File: config.mk
export PLATFORM = sky130hd
export DESIGN_NAME = life_gen_controller_flat
export DESIGN_NICKNAME = d
export VERILOG_FILES = /design/src/rtl/life_pkg.sv /design/src/rtl/life_gen_controller_if.sv /design/src/rtl/life_rule.sv /design/src/rtl/life_gen_controller.sv /design/src/flat_wrapper.sv
export SDC_FILE = /design/constraint.sdc
export NUM_CORES = 1
export LEC_CHECK = 0
export ABC_AREA = 1
export CAP_MARGIN = 20
export CORE_MARGIN = 3
export CORE_UTILIZATION = 44
export CTS_CLUSTER_SIZE = 14
export DETAILED_ROUTE_END_ITERATION = 8
export PLACE_DENSITY = 0.82
export SYNTH_ARGS = -nofsm -noshare
export SYNTH_HDL_FRONTEND = slang
export SYNTH_SLANG_ARGS = --single-unit
File: constraint.sdc
create_clock -name clk -period 7.3 [get_ports clk]
set_clock_uncertainty 0.05 [all_clocks]
set_input_delay 0.73 -clock clk [delete_from_list [all_inputs] [get_ports clk]]
set_output_delay 0.73 -clock clk [all_outputs]
set_load 0.1 [all_outputs]
File: src/rtl/life_pkg.sv
// rtl/life_pkg.sv - shared types and constants for the Game-of-Life generation controller
//
// Purpose : FSM state encoding, memory write-flag codes and the dead-cell byte.
// Ports   : none (package).
package life_pkg;

  typedef enum logic [2:0] {
    IDLE,
    READ,
    EVAL,
    COMMIT,
    DONE
  } state_e;

  localparam logic [1:0] WF_NONE    = 2'b00;
  localparam logic [1:0] WF_WRITE   = 2'b01;
  localparam logic [1:0] WF_REPLACE = 2'b10;

  localparam logic [7:0] CELL_DEAD  = 8'h00;
  localparam logic [5:0] LAST_PIXEL = 6'd63;

endpackage

File: src/rtl/life_gen_controller_if.sv
// rtl/life_gen_controller_if.sv - cell memory bus between controller and double-buffered grid
//
// Purpose : groups the pixel address, write data/flag and the three registered row lines.
// Ports   : pixel           - cell address {row, col}
//           new_pixel_value - byte written on WRITE
//           write_flag      - 00 none, 01 WRITE, 10 REPLACE
//           previous_line / current_line / next_line - rows row-1, row, row+1 (wrapped),
//           registered by the memory one cycle after pixel is presented
interface life_gen_controller_if;

  logic [5:0]  pixel;
  logic [7:0]  new_pixel_value;
  logic [1:0]  write_flag;
  logic [63:0] previous_line;
  logic [63:0] current_line;
  logic [63:0] next_line;

  modport master (
    output pixel,
    output new_pixel_value,
    output write_flag,
    input  previous_line,
    input  current_line,
    input  next_line
  );

  modport slave (
    input  pixel,
    input  new_pixel_value,
    input  write_flag,
    output previous_line,
    output current_line,
    output next_line
  );

endinterface

File: src/rtl/life_rule.sv
// rtl/life_rule.sv - combinational Game-of-Life rule for one cell
//
// Purpose : counts the eight toroidal neighbours of column col_i and applies B3/S23.
// Ports   : previous_line_i, current_line_i, next_line_i - row lines (row wrap done by memory)
//           col_i       - column of the cell under evaluation
//           next_byte_o - ALIVE_VAL if the cell lives next generation, else CELL_DEAD
module life_rule
  import life_pkg::*;
#(
  parameter logic [7:0] ALIVE_VAL = 8'hFF
) (
  input  logic [63:0] previous_line_i,
  input  logic [63:0] current_line_i,
  input  logic [63:0] next_line_i,
  input  logic [2:0]  col_i,
  output logic [7:0]  next_byte_o
);

  logic [2:0] col_m1;
  logic [2:0] col_p1;
  logic [3:0] n;
  logic       alive;

  // 3-bit arithmetic gives the column wrap for free (0-1 -> 7, 7+1 -> 0).
  assign col_m1 = col_i - 3'd1;
  assign col_p1 = col_i + 3'd1;

  function automatic logic [3:0] live(input logic [63:0] line, input logic [2:0] c);
    return {3'b000, |line[{c, 3'b000} +: 8]};
  endfunction

  assign alive = |current_line_i[{col_i, 3'b000} +: 8];

  assign n = live(previous_line_i, col_m1) + live(previous_line_i, col_i) +
             live(previous_line_i, col_p1) + live(current_line_i, col_m1) +
             live(current_line_i, col_p1)  + live(next_line_i, col_m1) +
             live(next_line_i, col_i)      + live(next_line_i, col_p1);

  always_comb begin
    next_byte_o = CELL_DEAD;
    if ((alive && (n == 4'd2 || n == 4'd3)) || (!alive && n == 4'd3)) begin
      next_byte_o = ALIVE_VAL;
    end
  end

endmodule

File: src/rtl/life_gen_controller.sv
// rtl/life_gen_controller.sv - sequences one Game-of-Life generation over an 8x8 grid
//
// Purpose : walks all 64 cells (READ then EVAL per cell), writes each next state to the
//           write buffer, then issues a single REPLACE to publish the generation.
//           Generations start on step_i or, while run_i is high, every GEN_PERIOD idle cycles.
// Ports   : clk, rst_n   - clock, asynchronous active-low reset
//           run_i        - level, enables the auto-generation timer
//           step_i       - pulse, starts one generation when idle
//           mem          - cell memory bus (master side)
//           busy_o       - high from READ through DONE
//           gen_done_o   - one-cycle pulse in DONE
//           gen_count_o  - completed generations, wraps at 16 bits
module life_gen_controller
  import life_pkg::*;
#(
  parameter int unsigned GEN_PERIOD = 1000000,
  parameter logic [7:0]  ALIVE_VAL  = 8'hFF
) (
  input  logic                   clk,
  input  logic                   rst_n,
  input  logic                   run_i,
  input  logic                   step_i,
  life_gen_controller_if.master  mem,
  output logic                   busy_o,
  output logic                   gen_done_o,
  output logic [15:0]            gen_count_o
);

  state_e      state_q, state_d;
  logic [5:0]  pixel_q, pixel_d;
  logic [31:0] tick_q, tick_d;
  logic [15:0] gen_count_q, gen_count_d;
  logic        start;
  logic [7:0]  rule_byte;

  life_rule #(
    .ALIVE_VAL(ALIVE_VAL)
  ) u_rule (
    .previous_line_i(mem.previous_line),
    .current_line_i (mem.current_line),
    .next_line_i    (mem.next_line),
    .col_i          (pixel_q[2:0]),
    .next_byte_o    (rule_byte)
  );

  always_ff @(posedge clk or negedge rst_n) begin
    if (!rst_n) begin
      state_q     <= IDLE;
      pixel_q     <= '0;
      tick_q      <= '0;
      gen_count_q <= '0;
    end else begin
      state_q     <= state_d;
      pixel_q     <= pixel_d;
      tick_q      <= tick_d;
      gen_count_q <= gen_count_d;
    end
  end

  always_comb begin
    state_d             = state_q;
    pixel_d             = pixel_q;
    tick_d              = tick_q;
    gen_count_d         = gen_count_q;
    start               = 1'b0;
    mem.write_flag      = WF_NONE;
    mem.new_pixel_value = CELL_DEAD;
    busy_o              = 1'b1;
    gen_done_o          = 1'b0;

    case (state_q)
      IDLE: begin
        busy_o = 1'b0;
        // A step and a timer expiry in the same cycle merge into one start.
        start  = step_i | (run_i & (tick_q == GEN_PERIOD - 1));
        if (start) begin
          state_d = READ;
          pixel_d = '0;
          tick_d  = '0;
        end else if (run_i) begin
          tick_d = tick_q + 32'd1;
        end else begin
          tick_d = '0;
        end
      end
      // Memory registers the three lines for pixel_q at the end of this cycle.
      READ: state_d = EVAL;
      EVAL: begin
        mem.write_flag      = WF_WRITE;
        mem.new_pixel_value = rule_byte;
        if (pixel_q == LAST_PIXEL) begin
          state_d = COMMIT;
        end else begin
          pixel_d = pixel_q + 6'd1;
          state_d = READ;
        end
      end
      COMMIT: begin
        mem.write_flag = WF_REPLACE;
        state_d        = DONE;
      end
      DONE: begin
        gen_done_o  = 1'b1;
        gen_count_d = gen_count_q + 16'd1;
        pixel_d     = '0;
        state_d     = IDLE;
      end
      default: state_d = IDLE;
    endcase
  end

  assign mem.pixel   = pixel_q;
  assign gen_count_o = gen_count_q;

endmodule

File: src/flat_wrapper.sv
// flat-port wrapper written by rule: the top's interface ports become plain ports
module life_gen_controller_flat import life_pkg::*;
#(
  parameter int unsigned GEN_PERIOD = 1000000,
  parameter logic [7:0]  ALIVE_VAL  = 8'hFF
)
  (clk, rst_n, run_i, step_i, busy_o, gen_done_o, gen_count_o, mem_pixel, mem_new_pixel_value, mem_write_flag, mem_previous_line, mem_current_line, mem_next_line);
  life_gen_controller_if mem_i ();
  input  logic clk;
  input  logic rst_n;
  input  logic run_i;
  input  logic step_i;
  output logic busy_o;
  output logic gen_done_o;
  output logic [15:0] gen_count_o;
  output wire logic [$bits(mem_i.pixel)-1:0] mem_pixel;
  output wire logic [$bits(mem_i.new_pixel_value)-1:0] mem_new_pixel_value;
  output wire logic [$bits(mem_i.write_flag)-1:0] mem_write_flag;
  input wire logic [$bits(mem_i.previous_line)-1:0] mem_previous_line;
  input wire logic [$bits(mem_i.current_line)-1:0] mem_current_line;
  input wire logic [$bits(mem_i.next_line)-1:0] mem_next_line;
  assign mem_pixel = mem_i.pixel;
  assign mem_new_pixel_value = mem_i.new_pixel_value;
  assign mem_write_flag = mem_i.write_flag;
  assign mem_i.previous_line = mem_previous_line;
  assign mem_i.current_line = mem_current_line;
  assign mem_i.next_line = mem_next_line;
  life_gen_controller #(.GEN_PERIOD(GEN_PERIOD), .ALIVE_VAL(ALIVE_VAL)) u_core (.clk(clk), .rst_n(rst_n), .run_i(run_i), .step_i(step_i), .mem(mem_i), .busy_o(busy_o), .gen_done_o(gen_done_o), .gen_count_o(gen_count_o));
endmodule
==> flow_results.org <==
** Yosys
- After synthesis, the mean cell area works out to 6.233 sq um.
- Total number of yosys warnings :: 0
- Synthesized-area fraction occupied by xor and xnor cells :: 0.05092
- In this run the cell area of the synthesized design comes to 5479 sq um.
- Netlist cell types :: 42
- Mapped Cells :: 879
- Synthesized-area fraction occupied by ao, oa, aoi and oai cells :: 0.05915
- By area, the combinational part of the netlist is dominated by simple AND/OR/NAND/NOR gates.
- For this run, the register share of the synthesized area comes to 0.2603.
- Of the total synthesized cell area, the portion taken by AND, OR, NAND and NOR gates is 0.5115.
- Counting flops and latches in the post-synthesis netlist gives 57.
- Adder-cell area share of the yosys netlist :: 0.03060
- Synthesized Nets :: 1,086
- After synthesis, the share of cell area in mux cells is 0.

** Clock tree
- The H-tree was split into 3 levels.
- After clock tree synthesis, the clock-pin slew on the worst setup and hold paths is 0.05 ns.
- Maximum buffer depth of the clock tree :: 2
- Root Driver :: sky130_fd_sc_hd__clkbuf_16
- The number of clock buffers added by TritonCTS is 9.
- Post CTS Setup Buffer Count :: 0
- Number of hold-repair buffers added at the cts stage :: 0
- Skew-Pair Late Insertion Delay :: 0.33 ns
- In this run, post-CTS repair resized a total of 0 instances.
- Clock tree from TritonCTS :: yes
- Count of clock tree sinks :: 57

** Finish
- Antenna cells :: 0
- Most common library cell in the layout ignoring fill and taps :: sky130_fd_sc_hd__nand2_1
- Final Net Count :: around 1,300
- Count of fill cells added during filler insertion :: 1,083
- The multi-input combinational cells in the finished layout cover a total of 3577 sq um.
- Fraction of final layout cells sized beyond drive strength 1 :: 0.07825
- Summing all flip-flop and latch instances after layout gives 1428 sq um.
- Top library cells by usage in the layout, fill and taps aside :: sky130_fd_sc_hd__nand2_1 (291), sky130_fd_sc_hd__clkdlybuf4s50_1 (220), sky130_fd_sc_hd__nor2_1 (131), sky130_fd_sc_hd__inv_1 (73), sky130_fd_sc_hd__nand3_1 (69)
- Signed area change from the synthesized netlist to the final layout :: 47.93%

** Timing
- Measured against its own limit, the worst slew margin works out to 0.3221.
- Dividing the final minimum period by the clock period gives 0.8709.
- The worst path in the final design needs a cycle of approximately 6.4 ns, including I/O delays and setup.
- The number of pins exceeding their max-slew limit in the final report is 0.
- Worst slack on hold paths :: 0.4449 ns
- Least-Margin Pin Slew :: 1.014 ns
- Derived from the worst setup path, the maximum achievable clock frequency is between 150 and 200 MHz.
- Finish-stage setup viols :: 0
- Final sum of negative setup slack :: 0 ns
- The number of hold violations in the final report came to 0.
- Unrepaired setup endpoints after global routing :: false

** Global routing
- Entering global routing, the biggest net connects 59 pins.
- Number of antenna violations at the first check in global routing :: 0
- For this run, global-route usage on met2 was measured as 0.4303.
- Wire length of the first global-routing pass :: slightly above 30,000 um
- For this run, global-route usage on met1 was measured as 0.3558.
- In this run the most used layer during global routing was met2.
- For met3 alone, demand over resource in global routing was 0.05718.
- The via count of the first global-routing pass was 5,961.
- Overall fraction of global-route tracks in use :: 0.2630
- Total congestion overflow after global routing :: 0

** Power
- Maximum ir drop on the vdd rail :: about 0.00025 V
- Power Density :: 211.0 nW/um^2
- The analysis attributes to cell leakage a power of 3.487 nW.
- Power Total :: approximately 1.7 mW

** Worst setup path
- Traced cell by cell, the critical path runs through inv_1 > ha_1 > inv_1 > nand2_1 > nand3_1 > nand2_1 > fa_1 > inv_1 > fa_1 > inv_1 > fa_1 > ha_1 > fa_1 > o21ai_0 > nand3_1 > a21oi_2 > buf_4.
- The setup path with the least slack is of type reg -> out.
- Max Fanout on Critical Path :: 14
- For the worst setup path, the data arrival time is 5.58 ns.
- Kind of end point of the critical path :: primary output
- Largest stage delay on the critical path :: 0.59 ns
- Highest-delay cell along the critical path :: sky130_fd_sc_hd__dfrtp_1
- At the worst endpoint, the required time is 6.52 ns.
- STA classifies the critical path startpoint as a flip-flop.

** Drt
- The detail route stage leaves a number of antenna-violating nets equal to 0.
- Number of vias in the routed layout :: 6,333
- DRC marker count from the first detailed-route iteration :: 533
- First-pass iteration count of the detailed router :: 5
- DRC violation count after routing :: 0
- After detailed routing, the average wire length per cell comes to around 15 um.
- Wires add up to between 15,000 and 20,000 um.
- Using the TritonRoute via totals, the vias-per-cell ratio works out to 4.998.

** Die
- Die height :: about 120 um
- The initial utilization of the core area, before any placement, comes to 0.4524.
- In this run the core area contains 40 standard-cell rows.
- Die W :: 117.6 um
- Ports placed on the boundary :: 230
- The total area inside the core boundary comes to 12,110 sq um.
- Die ar. :: 13,830 sq um

** Min path
- The worst hold path belongs to the class reg -> reg.

** Outcome
- The flow ran to the end, and the final reports show no timing, DRC or antenna violations.

** Placed design
- At the end of routability-driven placement, the weighted congestion stood at 0.9153.
- Once detailed placement completed, the half-perimeter wirelength came to roughly 15,000 um.
- Number of buffers added on ports :: 229

** Run
- Max capacitance violation total :: 0
## power by group
part	switching [mW]	total, mW	internal [mW]
Sequential	0.0356	0.375	0.340
Clock	0.139	0.394	0.255
Combinational	0.629	0.941	0.312
Total	0.803	1.71	0.907
## worst max-delay path, delay by kind of cell (launching register included)
family / cells / cell delay (ns)
buffers and inverters: 5 / 1.06
AO/OA/AOI/OAI: 2 / 0.52
flip-flops: 1 / 0.59
adder cells (fa/ha/maj): 6 / 2.66
AND/OR/NAND/NOR: 4 / 0.40
## worst paths after layout
path	startpoint	to	slack (ns)	cells after the start
worst max-delay path	u_core.mem.pixel[1]$_DFFE_PN0P_	mem_new_pixel_value[0]	0.94	17
worst min-delay path	u_core.gen_count_o[5]$_DFFE_PN0P_	u_core.gen_count_o[5]$_DFFE_PN0P_	0.44	1
worst max register to register	u_core.mem.pixel[1]$_DFFE_PN0P_	u_core.mem.pixel[1]$_DFFE_PN0P_	5.18	6
worst min register to register	u_core.gen_count_o[5]$_DFFE_PN0P_	u_core.gen_count_o[5]$_DFFE_PN0P_	0.44	1
max in group asynchronous	rst_n	u_core.mem.pixel[0]$_DFFE_PN0P_	6.20	2
min in group asynchronous	rst_n	u_core.tick_q[26]$_DFFE_PN0P_	0.48	2
## per-stage QoR
stage | util | setup WS [ns] | std cells | cell area, sq um
3_3_place_gp | 0.6457 | 1.254 | 1251 | 7820
2_1_floorplan | - | 0.2599 | 879 | 5483
6_report | 0.6692 | 0.9422 | 1267 | 8105
5_1_grt | 0.6692 | 0.5706 | 1267 | 8105
4_1_cts | 0.6692 | 0.9260 | 1267 | 8105
3_5_place_dp | 0.6457 | 1.198 | 1251 | 7820
## layer usage
metal  vias to the layer above  share of wire
li1                       3232              -
met1                      2851           0.45
met2                       219           0.47
met3                        31          0.066
met4                         0          0.017
met5                         -              0
## cells by family after synthesis
kind of cell | count (synthesis)
and+or+nand+nor | 608
buffers and inverters | 111
AOI/OAI and AO/OA | 61
DFF | 57
xor gates and xnor gates | 31
adders and majority gates | 11
## layout make-up
type | count | area share
Clock inverter | 3 | 0.001852
Inverter | 83 | 0.03890
Sequential cell | 57 | 0.1761
Clock buffer | 13 | 0.03334
Timing Repair Buffer | 232 | 0.2825
Multi-Input combinational cell | 711 | 0.4413
Tap cell | 168 | 0.02593
## flip-flops by register name, indices dropped and copies added (netlist names)
name and flops:
u_core.mem.pixel 6, u_core.gen_count_o 16, u_core.tick_q 32, u_core.state_q 3
## synth_stat cells (all sizes together)
cell    count  area, sq um
nand2     300         1169
nor2      153        706.9
inv        82        310.3
nand3      75        435.4
dfrtp      57         1426
o21ai      44        220.2
nor3       33        175.2
nand4      23        143.9
buf        22        140.1
xor2       18        165.2
xnor2      13        113.9
a21oi       8        40.04
or2         8        50.05
ha          7        87.58
nor3b       7        52.55
clkbuf      6        23.77
a21boi      5        37.54
nor4        5        31.28
fa          4        80.08
o22ai       3        18.77
and2        2        12.52
and3        1        6.260
clkinv      1        5.000
nand3b      1        20.02
o211ai      1        7.510
Power figures use the tool's default switching activity.
